--- config.mk ---
export PLATFORM = sky130hd
export DESIGN_NAME = vram_fetch_responder
export DESIGN_NICKNAME = d
export VERILOG_FILES = /design/src/rtl/vram_fetch_responder.sv
export SDC_FILE = /design/constraint.sdc
export NUM_CORES = 1
export LEC_CHECK = 0
export CAP_MARGIN = 15
export CORE_MARGIN = 2
export CORE_UTILIZATION = 47
export CTS_CLUSTER_SIZE = 8
export DETAILED_ROUTE_END_ITERATION = 12
export PLACE_DENSITY = 0.92
export SYNTH_ARGS = -nofsm -noshare
export SYNTH_HDL_FRONTEND = slang
export SYNTH_SLANG_ARGS = --single-unit
--- constraint.sdc ---
create_clock -name clk -period 8.6 [get_ports clk]
set_input_delay 1.72 -clock clk [delete_from_list [all_inputs] [get_ports clk]]
set_output_delay 1.72 -clock clk [all_outputs]
set_load 0.005 [all_outputs]
--- src/rtl/vram_fetch_responder.sv ---
`default_nettype none
// ============================================================================
// Module   : vram_fetch_responder
// Function : Round-robin responder that serves three renderer fetch initiators
//            from one shared synchronous VRAM read port.
// Revision : 1.0  initial release
// ============================================================================
module vram_fetch_responder #(
    parameter int RD_LATENCY = 1
) (
    input  logic        clk,
    input  logic        rst,
    input  logic [15:0] l0_addr,
    input  logic [15:0] l1_addr,
    input  logic [15:0] spr_addr,
    input  logic        l0_strobe,
    input  logic        l1_strobe,
    input  logic        spr_strobe,
    output logic        l0_ack,
    output logic        l1_ack,
    output logic        spr_ack,
    output logic [31:0] l0_rddata,
    output logic [31:0] l1_rddata,
    output logic [31:0] spr_rddata,
    output logic [14:0] vram_addr,
    output logic        vram_rden,
    input  logic [31:0] vram_rddata
);

    // Stage 0 of the tag pipe is aligned with vram_rden; the last stage is
    // aligned with valid vram_rddata.
    localparam int c_DEPTH = RD_LATENCY + 1;

    function automatic logic [1:0] f_next(input logic [1:0] p);
        return (p == 2'd2) ? 2'd0 : p + 2'd1;
    endfunction

    logic [2:0]  w_strobe;
    logic [3:0]  w_eligible;
    logic [1:0]  w_scan;
    logic        w_grant_vld;
    logic [1:0]  w_grant_port;
    logic [2:0]  w_grant_oh;
    logic [14:0] w_grant_addr;
    logic        w_ret_vld;
    logic [1:0]  w_ret_port;
    logic [2:0]  w_ret_oh;
    logic [2:0]  w_ack_next;
    logic        w_unused_bit15;

    logic [2:0]         r_inflight;
    logic [2:0]         r_cancel;
    logic [2:0]         r_ack;
    logic [1:0]         r_last;
    logic               r_vram_rden;
    logic [14:0]        r_vram_addr;
    logic [c_DEPTH-1:0] r_tag_vld;
    logic [1:0]         r_tag_port [c_DEPTH];
    logic [31:0]        r_rddata   [3];

    assign w_strobe       = {spr_strobe, l1_strobe, l0_strobe};
    assign w_eligible     = {1'b0, w_strobe & ~r_inflight};
    assign w_unused_bit15 = l0_addr[15] ^ l1_addr[15] ^ spr_addr[15];

    always_comb begin
        w_grant_vld  = 1'b0;
        w_grant_port = r_last;
        w_scan       = r_last;
        for (int k = 0; k < 3; k++) begin
            w_scan = f_next(w_scan);
            if (!w_grant_vld && w_eligible[w_scan]) begin
                w_grant_vld  = 1'b1;
                w_grant_port = w_scan;
            end
        end
    end

    always_comb begin
        w_grant_addr = spr_addr[14:0];
        case (w_grant_port)
            2'd0:    w_grant_addr = l0_addr[14:0];
            2'd1:    w_grant_addr = l1_addr[14:0];
            default: w_grant_addr = spr_addr[14:0];
        endcase
    end

    assign w_grant_oh = w_grant_vld ? (3'b001 << w_grant_port) : 3'b000;

    always_ff @(posedge clk or posedge rst) begin
        if (rst) begin
            r_tag_vld <= '0;
            for (int k = 0; k < c_DEPTH; k++) begin
                r_tag_port[k] <= 2'd0;
            end
        end else begin
            r_tag_vld[0]  <= w_grant_vld;
            r_tag_port[0] <= w_grant_port;
            for (int k = 1; k < c_DEPTH; k++) begin
                r_tag_vld[k]  <= r_tag_vld[k-1];
                r_tag_port[k] <= r_tag_port[k-1];
            end
        end
    end

    assign w_ret_vld  = r_tag_vld[c_DEPTH-1];
    assign w_ret_port = r_tag_port[c_DEPTH-1];
    assign w_ret_oh   = w_ret_vld ? (3'b001 << w_ret_port) : 3'b000;

    // Strobe is judged at retire so the ack itself never depends on strobe.
    assign w_ack_next = w_ret_oh & ~r_cancel & w_strobe;

    always_ff @(posedge clk or posedge rst) begin
        if (rst) begin
            r_inflight  <= 3'b000;
            r_cancel    <= 3'b000;
            r_ack       <= 3'b000;
            r_last      <= 2'd2;
            r_vram_rden <= 1'b0;
            r_vram_addr <= '0;
        end else begin
            r_inflight  <= (r_inflight | w_grant_oh) & ~w_ret_oh;
            r_cancel    <= (r_cancel | (r_inflight & ~w_strobe)) & ~w_ret_oh;
            r_ack       <= w_ack_next;
            r_vram_rden <= w_grant_vld;
            if (w_grant_vld) begin
                r_last      <= w_grant_port;
                r_vram_addr <= w_grant_addr;
            end
        end
    end

    always_ff @(posedge clk or posedge rst) begin
        if (rst) begin
            for (int p = 0; p < 3; p++) begin
                r_rddata[p] <= '0;
            end
        end else begin
            for (int p = 0; p < 3; p++) begin
                if (w_ack_next[p]) begin
                    r_rddata[p] <= vram_rddata;
                end
            end
        end
    end

    assign l0_ack     = r_ack[0];
    assign l1_ack     = r_ack[1];
    assign spr_ack    = r_ack[2];
    assign l0_rddata  = r_rddata[0];
    assign l1_rddata  = r_rddata[1];
    assign spr_rddata = r_rddata[2];
    assign vram_addr  = r_vram_addr;
    assign vram_rden  = r_vram_rden;

endmodule
`default_nettype wire

* After elaboration in Yosys (flattened, before gate mapping)
Cells that the tools add are included.
Storage, ports and cells: register bits 129, input bits 85, output and inout bits 115, logic and storage cells 59
Operators by class: $add $sub $neg 3, $lt $le $gt $ge 3, eq/ne operators 4, shift-type cells 2, multiplexer cells 18, bitwise logic cells 12, reduce and logical (&&, ||, !) cells 5
Operators by type and width (number):
- $pmux W15 S2 | 1
- $and A3 B3 Y3 | 6
- $mux W2 | 6
- $not A3 Y3 | 4
- $lt A2 B3 Y1 const B | 3
- $add A2 B1 Y2 const B | 3
- $bmux W1 S2 | 3
- $eq A2 B2 Y1 const B | 3
- $mux W1 | 6
- $mux W3 | 2
- $or A3 B3 Y3 | 2
- $shl A1 B2 Y3 const A | 2
- $eq A2 B1 Y1 const B | 1
- $logic_and A1 B1 Y1 | 2
- $logic_not A1 Y1 | 2
- $logic_not A2 Y1 | 1

* Depth between registers and ports, before layout
Gate-level depths: netlist of the first run.
depth in word-level cells 15, gate-level depth with buffers 7, mapped depth without buffers 6

* Worst setup path after synthesis of the first run
OpenSTA, ideal clock, no wires.
path type input port to flip-flop, start input spr_strobe, end register r_rddata (netlist bit spr_rddata[10]), setup time 0.125 ns, data arrival time 2.718 ns, required time 8.475 ns, slack 5.758 ns, stages 4, path buffers 1, cells stage by stage inv_1 -> nor4_4 -> buf_4 -> mux2_2
On the way: word-level cells in the longest chain between the ends 1
RTL lines:
- from (decl) | RTL line 18 | input logic spr_strobe,
- $and A3 B3 Y3 | RTL line 110 | assign w_ack_next = w_ret_oh & ~r_cancel & w_strobe;
- to (signal, indexed assignment) | RTL line 140 | r_rddata[p] <= vram_rddata;
- to (decl) | RTL line 59 | logic [31:0] r_rddata [3];
Every way passes these cells. A chain may end at the register's enable or synchronous reset.

* Worst setup path after layout of the first run
start input l1_strobe, end register r_rddata (netlist bit l1_rddata[30])
On the way: word-level cells in the longest chain between the ends 1
RTL lines:
- from (decl) | RTL line 17 | input logic l1_strobe,
- $and A3 B3 Y3 | RTL line 110
Every way passes these cells.

==> results of run 1 <==
sequential cells by signal, indices dropped and copies added, names as in the netlist:
signal,flops
l0_rddata,32
l1_rddata,32
spr_rddata,32
vram_addr,15
r_ack,3
r_cancel,3
r_inflight,3
r_last,2
r_tag_port,2
r_tag_vld,2
w_ret_port,2
cells by family (layout without fill, tap and decap cells):
logic type	Yosys count	in the layout	synth area share, %
flops	128	128	62.0
buf+inv	27	241	3.66
compound gates	37	37	5.28
mux	79	79	16.9
simple gates	137	137	12.2
report_power, final:
group          switching, mW  internal (mW)
registers              0.166          0.893
clock network          0.247          0.472
logic                  0.459          0.725
layout make-up:
| class | instances | area share (%) |
|---|---|---|
| clock buffers | 23 | 6.11 |
| well taps | 140 | 2.24 |
| flip-flops and latches | 128 | 41.0 |
| repair buffers | 201 | 25.7 |
| multi-input cells | 253 | 22.7 |
| inverters | 9 | 0.529 |
| clock inverters | 8 | 1.65 |
final timing paths:
kind / cells after the start / from / to
setup / recovery: 4 / l1_strobe / l1_rddata[30]
hold / removal: 0 / r_tag_port[2] / w_ret_port[0]
setup reg to reg: 4 / w_ret_port[1] / l1_rddata[30]
hold reg to reg: 0 / r_tag_port[2] / w_ret_port[0]
max in group asynchronous: 3 / rst / spr_rddata[28]
min in group asynchronous: 2 / rst / l1_rddata[11]
cell usage after synthesis, types with 4 or more instances:
| library cell | count | share of area, % |
|---|---|---|
| nand2_1 | 115 | 8.4 |
| mux2i_1 | 15 | 2.9 |
| buf_6 | 5 | 1.1 |
| mux2_2 | 60 | 13 |
| a22oi_1 | 11 | 1.6 |
| inv_1 | 6 | 0.44 |
| buf_2 | 4 | 0.39 |
| nor2_1 | 6 | 0.44 |
| o21ai_0 | 13 | 1.3 |
| dfrtp_1 | 127 | 62 |
| mux2_1 | 4 | 0.87 |
worst max-delay path: stages:
cell and delay, ns:
clkdlybuf4s50_1 0.50, nor3b_4 0.77, buf_4 0.44, mux2_2 0.39
layer usage:
layer | GRT usage (%) | up-vias | wire, um
met5 | 0 | - | 0
met4 | 9.34 | 0 | 187
met3 | 6.46 | 21 | 914
met2 | 40.3 | 160 | 7070
met1 | 26.4 | 1969 | 5000
li1 | - | 1771 | -
through the flow:
step | hold WS [ns] | utilization (%) | setup WS, ns | power [mW]
2_1_floorplan | 0.331 | - | 3.47 | 1.58
5_1_grt | 0.375 | 72.3 | 5.09 | 3.13
6_report | 0.362 | 72.3 | 5.15 | 2.96
3_3_place_gp | 0.332 | 66.6 | 4.64 | 2.19
4_1_cts | 0.364 | 72.2 | 5.12 | 2.99
3_5_place_dp | 0.349 | 66.6 | 4.58 | 2.25
==> impl_metrics.py, run 1 <==
metrics = {
    "hold_path": {
        "min_path_type": "reg -> reg",
    },
    "cts": {
        "cts_setup_buffers": 0,
        "numClockSinks": 128,
        "h-tree-depth": 4,
        "cts_made_buffers": 17,
        "cts_tree": "yes",
        "post_cts_resize_count": 0,
        "cts_root_buffer": "clkbuf_8",
        "ctsHoldBuffers": 0,
        "clkTransAtPathRegs_ns": 0.06,
        "clk_path_buf_depth": 2,
        "clkLatencyLatePin_ns": 0.50,
    },
    "route": {
        "drtAntennaViolNets": 0,
        "drt_wl_total_mm": 13.2,
        "vias_per_cell": 5.15,
        "drt_iter0_markers": 163,
        "wire_per_inst_um": 17.3,
        "detail_route.first_pass.iterations": 4,
        "remaining_drc_errors": 0,
        "vias": 3921,
    },
    "global_routing": {
        "gr-total-overflow": 0,
        "grt_pass1_wl_mm": 20.5,
        "grt_pass1_vias": 4165,
        "grt_usage_pct": 22.9,
        "grt_max_degree": 68,
        "grt_antenna_before_repair": 0,
    },
    "critical_path": {
        "worst_setup_path_end_kind": "register",
        "cp-start-kind": "primary input",
        "cp.required_ns": 8.98,
        "crit_fanout": 20,
        "reg2reg_slack_ns": 6.20,
        "path_class": "in -> reg",
        "arrival_ns": 3.82,
    },
    "floorplanning": {
        "dieWidth_um": 109,
        "dieArea_mm2": 0.0118,
        "row_count": 38,
        "die_h_um": 109,
        "ios": 200,
        "core-area_mm2": 0.0108,
        "start_util_pct": 47.9,
    },
    "placed_design": {
        "place_area_mm2": 0.00719,
        "io_buffers": 196,
        "place_congestion": 0.738,
        "dp_cells": 730,
        "dp_hpwl_mm": 8.78,
    },
    "cells_and_area": {
        "layout.nets": 695,
        "final_cell_mix": "clkdlybuf4s50_1 (196), dfrtp_1 (127), nand2_1 (115), mux2_2 (60), clkbuf_16 (16)",
        "seqCellArea_mm2": 0.00320,
        "areaGrowthSynthToFinish_pct": 51.1,
        "n_fill_cell": 703,
        "drive_gt1_share_pct": 18.5,
        "stdcell_area_mm2": 0.00781,
        "n_antenna_cell": 0,
        "multi_input_area_mm2": 0.00177,
        "final_common_cell": "clkdlybuf4s50_1",
        "final_cell_count_no_fill": 762,
    },
    "synth": {
        "netlist_area_mm2": 0.00517,
        "synth_ff_type": "dfrtp_1",
        "ys_types": 39,
        "synth_edf_count": 0,
        "syn_nets": 493,
        "yosysWarnings": 0,
        "async_flop_share_pct": 100,
        "avgSynthCellArea_um2": 12.7,
        "ys_seq_area_share_pct": 62.0,
        "synth_seq_cells": 128,
        "synthCells": 408,
    },
    "sta": {
        "worst_pin_slew_ns": 0.912,
        "min_period_ns": 3.45,
        "max_freq_mhz": 290,
        "fin_crit_sh_pct": 40.1,
        "hold_violations": 0,
        "clock_skew_ns": 0.0108,
        "rsz0062_at_grt": "false",
        "drv_slew": 0,
        "slew_headroom_pct": 39.1,
        "setup_violations": 0,
        "timing.setup.tns_ns": 0,
    },
    "pwr": {
        "peakVddDrop_mv": 0.213,
        "powerDensity_mw_per_mm2": 379,
        "p_leak_nw": 3.47,
    },
    "job": {
        "maxCapViolations": 0,
    },
    "outcome": {
        "status": "completed",
    },
}
(Power assumes the default switching activity.)
==> run 2, diff against run 1 <==
--- a/config.mk
+++ b/config.mk
@@ -7,10 +7,10 @@
 export LEC_CHECK = 0
 export CAP_MARGIN = 15
 export CORE_MARGIN = 2
-export CORE_UTILIZATION = 47
+export CORE_UTILIZATION = 40
 export CTS_CLUSTER_SIZE = 8
 export DETAILED_ROUTE_END_ITERATION = 12
-export PLACE_DENSITY = 0.92
+export PLACE_DENSITY = 0.84
 export SYNTH_ARGS = -nofsm -noshare
 export SYNTH_HDL_FRONTEND = slang
 export SYNTH_SLANG_ARGS = --single-unit
==> constraint.sdc (replaced) <==
create_clock -name clk -period 3 [get_ports clk]
set_input_delay 0.6 -clock clk [delete_from_list [all_inputs] [get_ports clk]]
set_output_delay 0.6 -clock clk [all_outputs]
set_load 0.005 [all_outputs]
==> impl_metrics.py, run 2 (synthesis results as in run 1) <==
metrics = {
    "job": {
        "maxCapViolations": 0,
    },
    "global_routing": {
        "grt_antenna_before_repair": 0,
        "grt_max_degree": 129,
        "gr-total-overflow": 0,
        "grt_pass1_vias": 4125,
        "grt_usage_pct": 19.5,
        "grt_pass1_wl_mm": 21.1,
    },
    "cts": {
        "cts_tree": "yes",
        "post_cts_resize_count": 0,
        "cts_made_buffers": 17,
        "clkTransAtPathRegs_ns": 0.06,
        "numClockSinks": 128,
        "clk_path_buf_depth": 2,
        "h-tree-depth": 4,
        "cts_setup_buffers": 0,
        "clkLatencyLatePin_ns": 0.41,
        "cts_root_buffer": "clkbuf_16",
        "ctsHoldBuffers": 0,
    },
    "sta": {
        "min_period_ns": 1.97,
        "setup_violations": 0,
        "holdWs_ns": 0.349,
        "worst_pin_slew_ns": 0.702,
        "hold_violations": 0,
        "max_freq_mhz": 508,
        "timing.setup.tns_ns": 0,
        "fin_crit_sh_pct": 65.6,
        "slew_headroom_pct": 53.2,
        "rsz0062_at_grt": "false",
        "clock_skew_ns": 0.00792,
        "drv_slew": 0,
    },
    "cells_and_area": {
        "final_common_cell": "clkdlybuf4s50_1",
        "n_fill_cell": 1029,
        "final_cell_mix": "clkdlybuf4s50_1 (196), dfrtp_1 (127), nand2_1 (115), mux2_2 (60), clkbuf_16 (17)",
        "drive_gt1_share_pct": 19.0,
        "fin_util_pct": 62.3,
        "areaGrowthSynthToFinish_pct": 52.1,
        "layout.nets": 697,
        "n_antenna_cell": 0,
    },
    "floorplanning": {
        "dieWidth_um": 118,
        "dieArea_mm2": 0.0138,
        "row_count": 41,
        "die_h_um": 118,
        "start_util_pct": 40.9,
        "core-area_mm2": 0.0126,
        "ios": 200,
    },
    "placed_design": {
        "dp_hpwl_mm": 8.96,
        "io_buffers": 196,
        "place_congestion": 0.731,
    },
    "route": {
        "drt_wl_total_mm": 13.2,
        "remaining_drc_errors": 0,
        "wire_per_inst_um": 16.6,
        "drt_iter0_markers": 219,
        "vias_per_cell": 4.92,
        "detail_route.first_pass.iterations": 4,
        "vias": 3924,
        "drtAntennaViolNets": 0,
    },
    "pwr": {
        "finalPower_mw": 8.46,
        "combPwrFrac_pct": 40.1,
        "intPower_mw": 5.94,
        "p_leak_nw": 3.47,
        "peakVddDrop_mv": 0.491,
        "switchingPower_mw": 2.52,
        "switching_share_pct": 29.8,
        "p_seq_share_pct": 35.7,
        "clockPowerShare_pct": 24.2,
        "powerDensity_mw_per_mm2": 1080,
    },
    "critical_path": {
        "arrival_ns": 2.23,
        "cp.required_ns": 3.26,
        "crit_fanout": 17,
        "reg2reg_slack_ns": 1.14,
        "cp-start-kind": "primary input",
        "path_class": "in -> reg",
        "worst_setup_path_end_kind": "register",
    },
    "hold_path": {
        "min_path_type": "reg -> reg",
    },
    "outcome": {
        "status": "completed",
    },
}
[run 2: changes by cell type in the layout (fill, tap and decap cells not counted), sizes merged]
cell      delta
buf          +2
clkbuf       -5
clkinv       +2
clkinvlp     +4
[run 2: path summary, 6_finish.rpt]
kind                                    start             to  cells past startpoint
worst max-delay path                l1_strobe  vram_addr[12]                      7
worst min-delay path            r_tag_port[2]  w_ret_port[0]                      0
worst max register to register  w_ret_port[1]  l1_rddata[14]                      4
worst min register to register  r_tag_port[2]  w_ret_port[0]                      0
max in group asynchronous                 rst  spr_rddata[8]                      3
min in group asynchronous                 rst  l1_rddata[27]                      3
[run 2: layout make-up]
class | instances | area [um^2] | area share [%]
Tap cell | 172 | 215 | 2.74
Timing Repair Buffer | 203 | 2030 | 25.8
Sequential cell | 128 | 3200 | 40.8
Clock buffer | 18 | 429 | 5.46
Multi-Input combinational cell | 253 | 1770 | 22.6
Clock inverter | 14 | 166 | 2.12
Inverter | 9 | 42.5 | 0.541
[run 2: critical path, cell delays in order]
cell and delay [ns]:
clkdlybuf4s50_1 0.51, and2b_4 0.20, nand2_1 0.08, o2bb2ai_2 0.13, buf_4 0.32, mux2i_1 0.26, a22oi_1 0.12
[run 2: through the flow]
stage               cell area (um^2)  cells  setup slack (ns)
floorplan                       5170    408             0.820
global placement                7260    765             0.637
detailed placement              7260    765             0.568
CTS                             7860    797              1.03
global route                    7860    797             0.884
finish                          7860    797              1.03
[run 2: power groups by stage]
stage | registers (mW) | logic (mW) | clock network (mW)
after floorplan | 3.05 | 1.49 | 0
after global placement | 2.98 | 3.32 | 0
after detailed placement | 3.04 | 3.42 | 0
after CTS | 3.03 | 3.45 | 2.09
after global routing | 3.12 | 3.65 | 2.16
final | 3.02 | 3.39 | 2.05
[run 2: layer usage]
layer | track usage [%] | up-vias | wire [um]
met4 | 7.91 | 0 | 298
li1 | - | 1780 | -
met5 | 0 | - | 0
met3 | 5.86 | 25 | 831
met2 | 33.4 | 159 | 6790
met1 | 22.9 | 1960 | 5290
==> run 3, diff against run 2 <==
==> constraint.sdc (replaced) <==
create_clock -name clk -period 1.8 [get_ports clk]
set_input_delay 0.36 -clock clk [delete_from_list [all_inputs] [get_ports clk]]
set_output_delay 0.36 -clock clk [all_outputs]
set_load 0.005 [all_outputs]
==> impl_metrics.py, run 3 (synthesis results as in run 1) <==
metrics = {
    "outcome": {
        "status": "completed",
    },
    "critical_path": {
        "crit_family": "buffers and inverters",
        "cp-start-kind": "primary input",
        "reg2reg_slack_ns": 0.14,
        "worst_setup_path_end_kind": "register",
        "worst-path-buf-inv": 3,
        "cp.required_ns": 2.10,
        "path_class": "in -> reg",
        "arrival_ns": 1.98,
        "crit_fanout": 15,
        "max_stage_delay_ns": 0.52,
        "slowest_stage": "clkdlybuf4s50_1",
        "cp_cell_sequence": "clkdlybuf4s50_1 > inv_1 > nor4_4 > buf_4 > mux2_2",
    },
    "placed_design": {
        "place_area_mm2": 0.00749,
        "dpl_worst_slack_ns": -0.353,
        "dp_hpwl_mm": 9.69,
        "io_buffers": 196,
        "place_congestion": 0.740,
    },
    "sta": {
        "fin_crit_sh_pct": 93.1,
        "fin_ws_ns": 0.125,
        "clock_skew_ns": 0.00616,
        "drv_slew": 0,
        "slew_headroom_pct": 76.5,
        "setup_violations": 0,
        "min_period_ns": 1.68,
        "rsz0062_at_grt": "false",
        "hold_violations": 0,
        "max_freq_mhz": 597,
        "worst_pin_slew_ns": 0.353,
        "holdWs_ns": 0.362,
    },
    "route": {
        "drt_iter0_markers": 211,
        "wire_per_inst_um": 15.9,
        "wl_met1_mm": 5.17,
        "remaining_drc_errors": 0,
        "highest_layer": "met4",
        "vias": 3961,
        "met3_wirelength_um": 692,
        "detail_route.first_pass.iterations": 4,
        "drt_wl_total_mm": 13.0,
        "drtAntennaViolNets": 0,
        "vias_per_cell": 4.84,
        "met2WireLength_mm": 6.85,
    },
    "pwr": {
        "peakVddDrop_mv": 1.04,
        "powerDensity_mw_per_mm2": 1760,
        "p_leak_nw": 3.58,
    },
    "cells_and_area": {
        "final_common_cell": "clkdlybuf4s50_1",
        "final_cell_mix": "clkdlybuf4s50_1 (196), dfrtp_1 (127), nand2_1 (115), mux2_2 (60), buf_4 (20)",
        "fin_util_pct": 63.8,
        "stdcell_area_mm2": 0.00805,
        "areaGrowthSynthToFinish_pct": 55.8,
        "n_antenna_cell": 0,
        "layout.nets": 718,
        "drive_gt1_share_pct": 21.7,
    },
    "hold_path": {
        "min_path_type": "reg -> reg",
    },
    "cts": {
        "numClockSinks": 128,
        "ctsHoldBuffers": 0,
        "clk_path_buf_depth": 2,
        "cts_tree": "yes",
        "cts_setup_buffers": 0,
        "post_cts_resize_count": 0,
        "clkLatencyLatePin_ns": 0.42,
        "clkTransAtPathRegs_ns": 0.06,
        "h-tree-depth": 4,
        "cts_made_buffers": 17,
        "cts_root_buffer": "clkbuf_16",
    },
    "global_routing": {
        "grt_pass1_vias": 4241,
        "grt_max_degree": 68,
        "grt_antenna_before_repair": 0,
        "grt_usage_pct": 19.5,
        "gr-total-overflow": 0,
        "grt_pass1_wl_mm": 21.3,
    },
    "floorplanning": {
        "dieWidth_um": 118,
        "core-area_mm2": 0.0126,
        "start_util_pct": 40.9,
        "die_h_um": 118,
        "ios": 200,
        "row_count": 41,
        "dieArea_mm2": 0.0138,
    },
    "job": {
        "maxCapViolations": 0,
    },
}
[run 3: routing by layer]
metal | track usage (%) | up-vias
met5 | 0 | -
met4 | 8.58 | 0
met3 | 5.81 | 29
met2 | 34.4 | 148
met1 | 21.9 | 1948
li1 | - | 1836
[run 3: final timing paths]
| kind | start | endpoint | depth (start not counted) |
|---|---|---|---|
| min in group asynchronous | rst | spr_rddata[20] | 3 |
| setup / recovery | spr_strobe | spr_rddata[5] | 5 |
| hold reg to reg | r_tag_port[2] | w_ret_port[0] | 0 |
| setup reg to reg | w_ret_port[1] | l1_rddata[22] | 4 |
| max in group asynchronous | rst | r_last[1] | 3 |
| hold / removal | r_tag_port[2] | w_ret_port[0] | 0 |
[run 3: through the flow]
step,std cells,total power [mW],setup TNS [ns]
global placement,786,10.9,-15.97
detailed placement,786,11.2,-18.45
finish,818,14.2,0
floorplan,408,7.56,-17.83
global route,818,15.1,0
CTS,818,14.4,0
[run 3: worst register-to-register path, stage by stage, from the launching register on]
cell      delay [ns]
dfrtp_1         0.39
nand3b_2        0.26
nor3b_4         0.30
buf_12          0.22
mux2_2          0.36
[run 3: cell type report]
| type | instances | area [um^2] |
|---|---|---|
| well taps | 172 | 215 |
| inverters | 9 | 42.5 |
| fillers | 980 | 4570 |
| clock buffers | 18 | 429 |
| clock inverters | 14 | 119 |
| repair buffers | 224 | 2260 |
| flip-flops and latches | 128 | 3200 |
| multi-input cells | 253 | 1770 |
[run 3: power breakdown]
part / switching (mW) / leakage [nW] / internal (mW)
Clock: 1.24 / 0.270 / 1.89
Combinational: 2.22 / 1.74 / 3.79
Sequential: 0.777 / 1.57 / 4.27
